==> config.mk <==
export PLATFORM = sky130hd
export DESIGN_NAME = booth_mul_sched
export DESIGN_NICKNAME = d
export VERILOG_FILES = /design/src/rtl/booth_mul_sched.sv
export SDC_FILE = /design/constraint.sdc
export NUM_CORES = 1
export LEC_CHECK = 0
export ABC_CLOCK_PERIOD_IN_PS = 4400
export CAP_MARGIN = 5
export CORE_AREA = 2 2 39 41
export DETAILED_ROUTE_END_ITERATION = 10
export DIE_AREA = 0 0 41 43
export PLACE_DENSITY_LB_ADDON = 0.15
export SYNTH_ARGS = -nofsm -noshare
export SYNTH_HDL_FRONTEND = slang
export SYNTH_SLANG_ARGS = --single-unit
==> constraint.sdc <==
create_clock -name clk -period 4.4 [get_ports clk]
set_input_delay 0.88 -clock clk [delete_from_list [all_inputs] [get_ports clk]]
set_output_delay 0.88 -clock clk [all_outputs]
set_load 0.01 [all_outputs]
==> src/rtl/booth_mul_sched.sv <==
// -----------------------------------------------------------------------------
// booth_mul_sched
//
// Sequencer and round-robin arbiter for a shared radix-4 Booth multiplier
// datapath (A/Q/M registers, adder/subtractor, M/2M operand mux). One of N_REQ
// requesters is granted the datapath. The sequencer then runs a load step and
// WIDTH/2 evaluate/shift iterations, and pulses done back to the winner.
//
// Optional feature (compile-time macro BOOTH_SCHED_PERF_CNT_EN):
//   When the macro is defined, the o_jobs_done output is added. It is a 16-bit
//   saturating count of completed (not aborted) jobs.
//
// Parameters:
//   N_REQ  number of requesters (2..8)
//   WIDTH  operand width, even and >= 4; ITER = WIDTH/2 Booth iterations
//
// Ports:
//   clk          clock, rising edge
//   reset        asynchronous, active-high reset
//   i_req        per-requester request, held until done or abort
//   o_grant      one-hot grant (steers operand mux), zero when idle
//   o_done       one-cycle completion pulse to the granted requester
//   o_busy       high whenever the sequencer is not idle
//   i_q1         datapath Q[1]
//   i_q0         datapath Q[0]
//   i_q_m1       datapath Q[-1]
//   o_load_qm    load Q and M from operands; clear A and Q[-1]
//   o_load_a     write adder result into A
//   o_sub        adder subtracts (A - sel)
//   o_sel_2m     adder operand is 2M (else M)
//   o_jobs_done  completed-job count (only with BOOTH_SCHED_PERF_CNT_EN)
//   o_shift_aq   arithmetic shift A:Q:Q[-1] right by 2
// -----------------------------------------------------------------------------
module booth_mul_sched #(
    parameter int unsigned N_REQ = 2,
    parameter int unsigned WIDTH = 8
) (
    input  logic             clk,
    input  logic             reset,
    input  logic [N_REQ-1:0] i_req,
    output logic [N_REQ-1:0] o_grant,
    output logic [N_REQ-1:0] o_done,
    output logic             o_busy,
    input  logic             i_q1,
    input  logic             i_q0,
    input  logic             i_q_m1,
    output logic             o_load_qm,
    output logic             o_load_a,
    output logic             o_sub,
    output logic             o_sel_2m,
`ifdef BOOTH_SCHED_PERF_CNT_EN
    output logic [15:0]      o_jobs_done,
`endif
    output logic             o_shift_aq
);

    localparam int unsigned ITER  = WIDTH / 2;
    localparam int unsigned IDX_W = (N_REQ > 1) ? $clog2(N_REQ) : 1;
    localparam int unsigned CNT_W = (ITER > 1) ? $clog2(ITER) : 1;

    localparam logic [CNT_W-1:0] LAST_CNT = CNT_W'(ITER - 1);
    localparam logic [IDX_W-1:0] LAST_IDX = IDX_W'(N_REQ - 1);

    typedef enum logic [2:0] {
        StIdle  = 3'd0,
        StLoad  = 3'd1,
        StEval  = 3'd2,
        StShift = 3'd3,
        StDone  = 3'd4
    } state_t;

    // -------------------------------------------------------------------------
    // Registers
    // -------------------------------------------------------------------------
    state_t             r_state;
    logic [N_REQ-1:0]   r_grant;
    logic [IDX_W-1:0]   r_gidx;
    logic [IDX_W-1:0]   r_rr_ptr;
    logic [CNT_W-1:0]   r_cnt;

    state_t             w_state_d;
    logic [N_REQ-1:0]   w_grant_d;
    logic [IDX_W-1:0]   w_gidx_d;
    logic [IDX_W-1:0]   w_rr_ptr_d;
    logic [CNT_W-1:0]   w_cnt_d;

    // -------------------------------------------------------------------------
    // Round-robin pick: first requester at or after the pointer, cyclically.
    // -------------------------------------------------------------------------
    logic               w_pick_found;
    logic [IDX_W-1:0]   w_pick_idx;
    logic [IDX_W:0]     w_cand;
    logic [N_REQ-1:0]   w_pick_onehot;

    always_comb begin
        w_pick_found = 1'b0;
        w_pick_idx   = '0;
        w_cand       = '0;
        for (int k = 0; k < N_REQ; k++) begin
            // Extra bit holds pointer + offset before wrapping back into range.
            w_cand = {1'b0, r_rr_ptr} + (IDX_W + 1)'(k);
            if (w_cand >= (IDX_W + 1)'(N_REQ)) begin
                w_cand = w_cand - (IDX_W + 1)'(N_REQ);
            end
            if (!w_pick_found && i_req[w_cand[IDX_W-1:0]]) begin
                w_pick_found = 1'b1;
                w_pick_idx   = w_cand[IDX_W-1:0];
            end
        end
    end

    assign w_pick_onehot = N_REQ'(1) << w_pick_idx;

    // Pointer value that moves past the current owner (used on done and abort).
    logic [IDX_W-1:0]   w_rr_next;
    assign w_rr_next = (r_gidx == LAST_IDX) ? '0 : r_gidx + IDX_W'(1);

    // Owner still requesting; a drop mid-job aborts it.
    logic               w_req_held;
    assign w_req_held = i_req[r_gidx];

    // -------------------------------------------------------------------------
    // Next-state logic
    // -------------------------------------------------------------------------
    always_comb begin
        w_state_d  = r_state;
        w_grant_d  = r_grant;
        w_gidx_d   = r_gidx;
        w_rr_ptr_d = r_rr_ptr;
        w_cnt_d    = r_cnt;

        case (r_state)
            StIdle: begin
                if (w_pick_found) begin
                    w_state_d = StLoad;
                    w_grant_d = w_pick_onehot;
                    w_gidx_d  = w_pick_idx;
                end
            end

            StLoad: begin
                if (!w_req_held) begin
                    w_state_d  = StIdle;
                    w_grant_d  = '0;
                    w_rr_ptr_d = w_rr_next;
                end else begin
                    w_cnt_d   = '0;
                    w_state_d = StEval;
                end
            end

            StEval: begin
                if (!w_req_held) begin
                    w_state_d  = StIdle;
                    w_grant_d  = '0;
                    w_rr_ptr_d = w_rr_next;
                end else begin
                    w_state_d = StShift;
                end
            end

            StShift: begin
                if (!w_req_held) begin
                    w_state_d  = StIdle;
                    w_grant_d  = '0;
                    w_rr_ptr_d = w_rr_next;
                end else if (r_cnt == LAST_CNT) begin
                    w_state_d = StDone;
                end else begin
                    w_cnt_d   = r_cnt + CNT_W'(1);
                    w_state_d = StEval;
                end
            end

            StDone: begin
                w_state_d  = StIdle;
                w_grant_d  = '0;
                w_rr_ptr_d = w_rr_next;
            end

            default: begin
                w_state_d = StIdle;
                w_grant_d = '0;
            end
        endcase
    end

    always_ff @(posedge clk or posedge reset) begin
        if (reset) begin
            r_state  <= StIdle;
            r_grant  <= '0;
            r_gidx   <= '0;
            r_rr_ptr <= '0;
            r_cnt    <= '0;
        end else begin
            r_state  <= w_state_d;
            r_grant  <= w_grant_d;
            r_gidx   <= w_gidx_d;
            r_rr_ptr <= w_rr_ptr_d;
            r_cnt    <= w_cnt_d;
        end
    end

    // -------------------------------------------------------------------------
    // Datapath controls, combinational from state (and the Booth triplet in
    // EVAL). The triplet encodes digit = -2*Q[1] + Q[0] + Q[-1] in {-2..2}.
    // -------------------------------------------------------------------------
    logic [2:0] w_triplet;
    assign w_triplet = {i_q1, i_q0, i_q_m1};

    always_comb begin
        o_load_qm  = 1'b0;
        o_load_a   = 1'b0;
        o_sub      = 1'b0;
        o_sel_2m   = 1'b0;
        o_shift_aq = 1'b0;
        o_done     = '0;

        case (r_state)
            StLoad: o_load_qm = 1'b1;

            StEval: begin
                case (w_triplet)
                    3'b001, 3'b010: begin       // +M
                        o_load_a = 1'b1;
                    end
                    3'b011: begin               // +2M
                        o_load_a = 1'b1;
                        o_sel_2m = 1'b1;
                    end
                    3'b100: begin               // -2M
                        o_load_a = 1'b1;
                        o_sub    = 1'b1;
                        o_sel_2m = 1'b1;
                    end
                    3'b101, 3'b110: begin       // -M
                        o_load_a = 1'b1;
                        o_sub    = 1'b1;
                    end
                    default: ;                  // 000/111: digit 0, A unchanged
                endcase
            end

            StShift: o_shift_aq = 1'b1;

            StDone: o_done = r_grant;

            default: ;
        endcase
    end

    assign o_grant = r_grant;
    assign o_busy  = (r_state != StIdle);

    // -------------------------------------------------------------------------
    // Completed-job counter
    // -------------------------------------------------------------------------
`ifdef BOOTH_SCHED_PERF_CNT_EN
    logic [15:0] r_jobs_done;

    always_ff @(posedge clk or posedge reset) begin
        if (reset) begin
            r_jobs_done <= '0;
        end else if ((r_state == StDone) && (r_jobs_done != 16'hFFFF)) begin
            r_jobs_done <= r_jobs_done + 16'd1;
        end
    end

    assign o_jobs_done = r_jobs_done;
`else
    // Counter not built; aborted and completed jobs are not tallied.
`endif

endmodule

-- After elaboration in Yosys (flattened, before gate mapping)
Index checks and enable logic that the tools add are counted.
- bits in registers: 9
- bits in latches: 0
- memory bits (writable): 0
- bits in read-only memories: 0
- input bits: 7
- memories: 0
- $add $sub $neg: 5
- multipliers: 0
- divide/modulo/power cells: 0
- $lt $le $gt $ge: 5
- equal/unequal tests: 16
- shift operators: 1
- multiplexer cells: 37
- bitwise operators: 0
- reduce and logical (&&, ||, !) cells: 14
- operators with widths (cell ; number):
    $mux 1 ; 22
    $mux 2 ; 8
    $eq 3x2->1 const B ; 4
    $eq 3x3->1 const B ; 4
    $pmux 3 s4 ; 1
    $ne 2x2->1 const B ; 5
    $mux 3 ; 3
    $pmux 2 s2 ; 2
    $eq 3x1->1 const B ; 2
    $lt 1x2->1 const B ; 3
    $reduce_and 2->1 ; 3
    $reduce_or 3->1 ; 2
    $reduce_or 6->1 ; 1
    $reduce_and 4->1 ; 1
    $reduce_bool 2->1 ; 2
    $logic_not 3->1 ; 1
    $reduce_bool 3->1 ; 1
    $add 1x1->2 const B ; 1
    $add 2x1->2 const B ; 1
    $eq 2x2->1 const B ; 1
    $ge 1x2->1 const B ; 1
    $ge 2x2->1 const B ; 1
    $pmux 1 s2 ; 1
    $reduce_or 2->1 ; 1
    other kinds (5) ; 6

-- Longest topological paths before layout
- depth after elaboration: 11
- depth in mapped cells: 4

-- Least setup slack after synthesis
OpenSTA, ideal clock, no wires.
- path kind: input to output
- start: in i_q_m1
- end: out o_sel_2m
- arrival time: 1400 ps
- path slack: 2120 ps
- stages on the path: 3
- cell sequence: nand2_1 > or2_2 > a21oi_1
- cells in the longest elaborated chain, start to end: 4
- RTL lines (what ; line ; RTL):
    start: declaration ; 46 ; input logic i_q_m1,
    $eq 3x3->1 / $eq 3x2->1 (equally long branches) ; 223 ; case (w_triplet)
    $reduce_or 2->1 (no source line) (*) ; - ;
    $mux 1 (*) ; 223 ;
    $mux 1 (*) ; 219 ; case (r_state)
    end: declaration ; 50 ; output logic o_sel_2m,
Every way passes the cells marked *; elsewhere a longest branch is shown, timed or not.

-- Final worst setup path
Same ends and word-level chain as after synthesis.

==> results.ini <==
[setup_path]
r2r_cells = 3
worst-path-max-fanout = 4
startpoint_type = input port
end_kind = primary output
worstSetupPathType = input port to primary output
required_ns = 3.52
arrival_ns = 2.41

[floorplanning]
die_area_um2 = 1763
die-height_um = 43
die_width_um = 41
initial_core_util_pct = 39.78
pin_count = 17
core-area_um2 = 1384
rows = 14

[sta]
finClkSkew_ns = 0.002938
setup_viol = 0
max_slew_margin_pct = 67.64
tightest_slew_ns = 0.4816
final-max-slew-violation-count = 0
max_freq_ghz = 0.3037
period_needed_ns = 3.293
fin_crit_sh_pct = 74.84
fin_setup_tns_ns = 0
final_hold_viol_count = 0
rsz0062_at_grt = no

[synthesis]
synth_top_area_cell = dfrtp_1
synthDistinctLibCells = 28
ys_warn_count = 0
syn-cell-area_um2 = 550.5
seq_area_frac_synth_pct = 40.91
synth_top_flop_cell = dfrtp_1
synth_async_sr_flop_share_pct = 100.0
ys_seq_elements = 9
synthTopCellsByCount = 9 x dfrtp_1, 9 x nor2_1, 6 x nand2_1
synth_area_leaders = dfrtp_1 41%, nor2_1 6.1%, buf_6 4.1%
synth_edf_count = 0
synth_cells = 63
synth_top_area_share_pct = 40.91
postSynthAreaPerCell_um2 = 8.739
synth_nets = 71

[grt]
grt_max_degree = 11
antenna_found_initial = 0
grt_pass1_vias = 478
grt_use_total_pct = 17.64
grt-ovfl-total = 0
grt_pass1_wl_um = 2007

[power_and_ir_drop]
p_leak_nw = 0.3380
p_per_area_nw_per_um2 = 592.9
power.total_w = 0.0004362
ir_drop_mv = 0.2989

[placement]
post-dp-hpwl_um = 875.5
place_area_um2 = 708.2
io_buffers = 16
gp_congestion = 0.7757
dp.cells = 93

[outcome]
status = complete, no violations

[layout]
stdcell_area_um2 = 735.7
drive_above_1_share_pct = 8.642
n_antenna_cell = 0
final_nets = 90
fin_util_pct = 53.16
multiInputGateArea_um2 = 284.0
n_fill_cell = 145
final-seq-area_um2 = 225.2
syn_to_final_growth_pct = 33.64
layout.cells.non_filler = 97

[clock_tree]
clockBufferDepth = 2
cts_tree = built
htree_levels = 1
cts_sinks = 9
cts_root_buffer = clkbuf_4
clk_latency_ns = 0.27
cts.repair.resized = 0
ctsHoldBuffers = 0
clkTransAtPathRegs_ns = 0.06
cts_made_buffers = 3
post_cts_buffers = 0

[route]
drc = 0
dr.pass1.iters = 4
routed_wl_um = 1219
drt_iter0_markers = 3
vias = 519
wire_per_inst_um = 12.57
viasPerCell = 5.351
drtAntennaViolNets = 0

[flow_run]
maxCapViolCount = 0

[worst_hold_path]
min_path_type = register to register
whs_path_depth = 1

## worst paths after layout
path | start | end | slack, ns
max | i_q_m1 | o_sel_2m | 1.11
min | r_cnt[1]$_DFFE_PP0P_ | r_cnt[1]$_DFFE_PP0P_ | 0.51
max reg2reg | r_state[2]$_DFFE_PP0P_ | r_cnt[0]$_DFFE_PP0P_ | 2.88
min reg2reg | r_cnt[1]$_DFFE_PP0P_ | r_cnt[1]$_DFFE_PP0P_ | 0.51
max in group asynchronous | reset | o_grant[1]$_DFFE_PP0P_ | 3.27
min in group asynchronous | reset | r_gidx$_DFFE_PP0P_ | 0.87
## logic make-up after synthesis
| family | count (synthesis) | synth area share (%) |
|---|---|---|
| mux | 2 | 4.545 |
| compound gates | 15 | 18.86 |
| buf+inv | 7 | 7.500 |
| flops | 9 | 40.91 |
| fa+ha+maj | 1 | 2.272 |
| simple gates | 29 | 25.91 |
## routing by layer
layer  up-vias  GRT usage (%)  part of all wire (%)
li1        260              -                     -
met1       243          21.96                    46
met2        12          25.31                    47
met3         4          4.712                   4.0
met4         0          12.00                   2.0
met5         -              0                     0
## layout make-up
class | instances | area share, %
clock buffers | 3 | 3.061
inverters | 5 | 2.551
repair buffers | 16 | 21.77
multi-input cells | 47 | 38.61
flip-flops and latches | 9 | 30.61
well taps | 16 | 2.721
clock inverters | 1 | 0.6803
## power by group
part	total [W]	internal [W]	switching, W
Sequential	0.000156	0.000114	0.0000419
Clock	0.0000655	0.0000337	0.0000319
Combinational	0.000214	0.000114	0.000101
Total	0.000436	0.000262	0.000175
## per-stage QoR
step	hold WS [ns]	worst slack, ns
after floorplan	0.4750	2.120
after global placement	0.4950	1.138
after detailed placement	0.4928	1.111
after CTS	0.5153	1.101
after global routing	0.5297	0.9975
final	0.5134	1.107
## registers in the layout (all words and copies together), names as in the netlist
signal    flops
r_gidx        1
r_cnt         2
r_rr_ptr      1
o_grant       2
r_state       3
## critical path: stages
cell             delay, ns
clkdlybuf4s50_1       0.52
nand2_1               0.08
or2_2                 0.27
a21oi_1               0.12
clkdlybuf4s50_1       0.54
## cell usage in the layout (no fill, tap or decap), drive strengths merged, types with 2 or more instances in the layout
cell type,netlist,routed
dfrtp,9,9
and3,3,3
a22o,2,2
a21oi,3,3
clkdlybuf4s50,0,16
nor3,3,3
nand2,6,6
nor2,9,9
inv,5,5
o31ai,2,2
clkbuf,0,3
a31oi,2,2
o21ai,2,2
No activity file was read; power rests on OpenSTA's default activity.
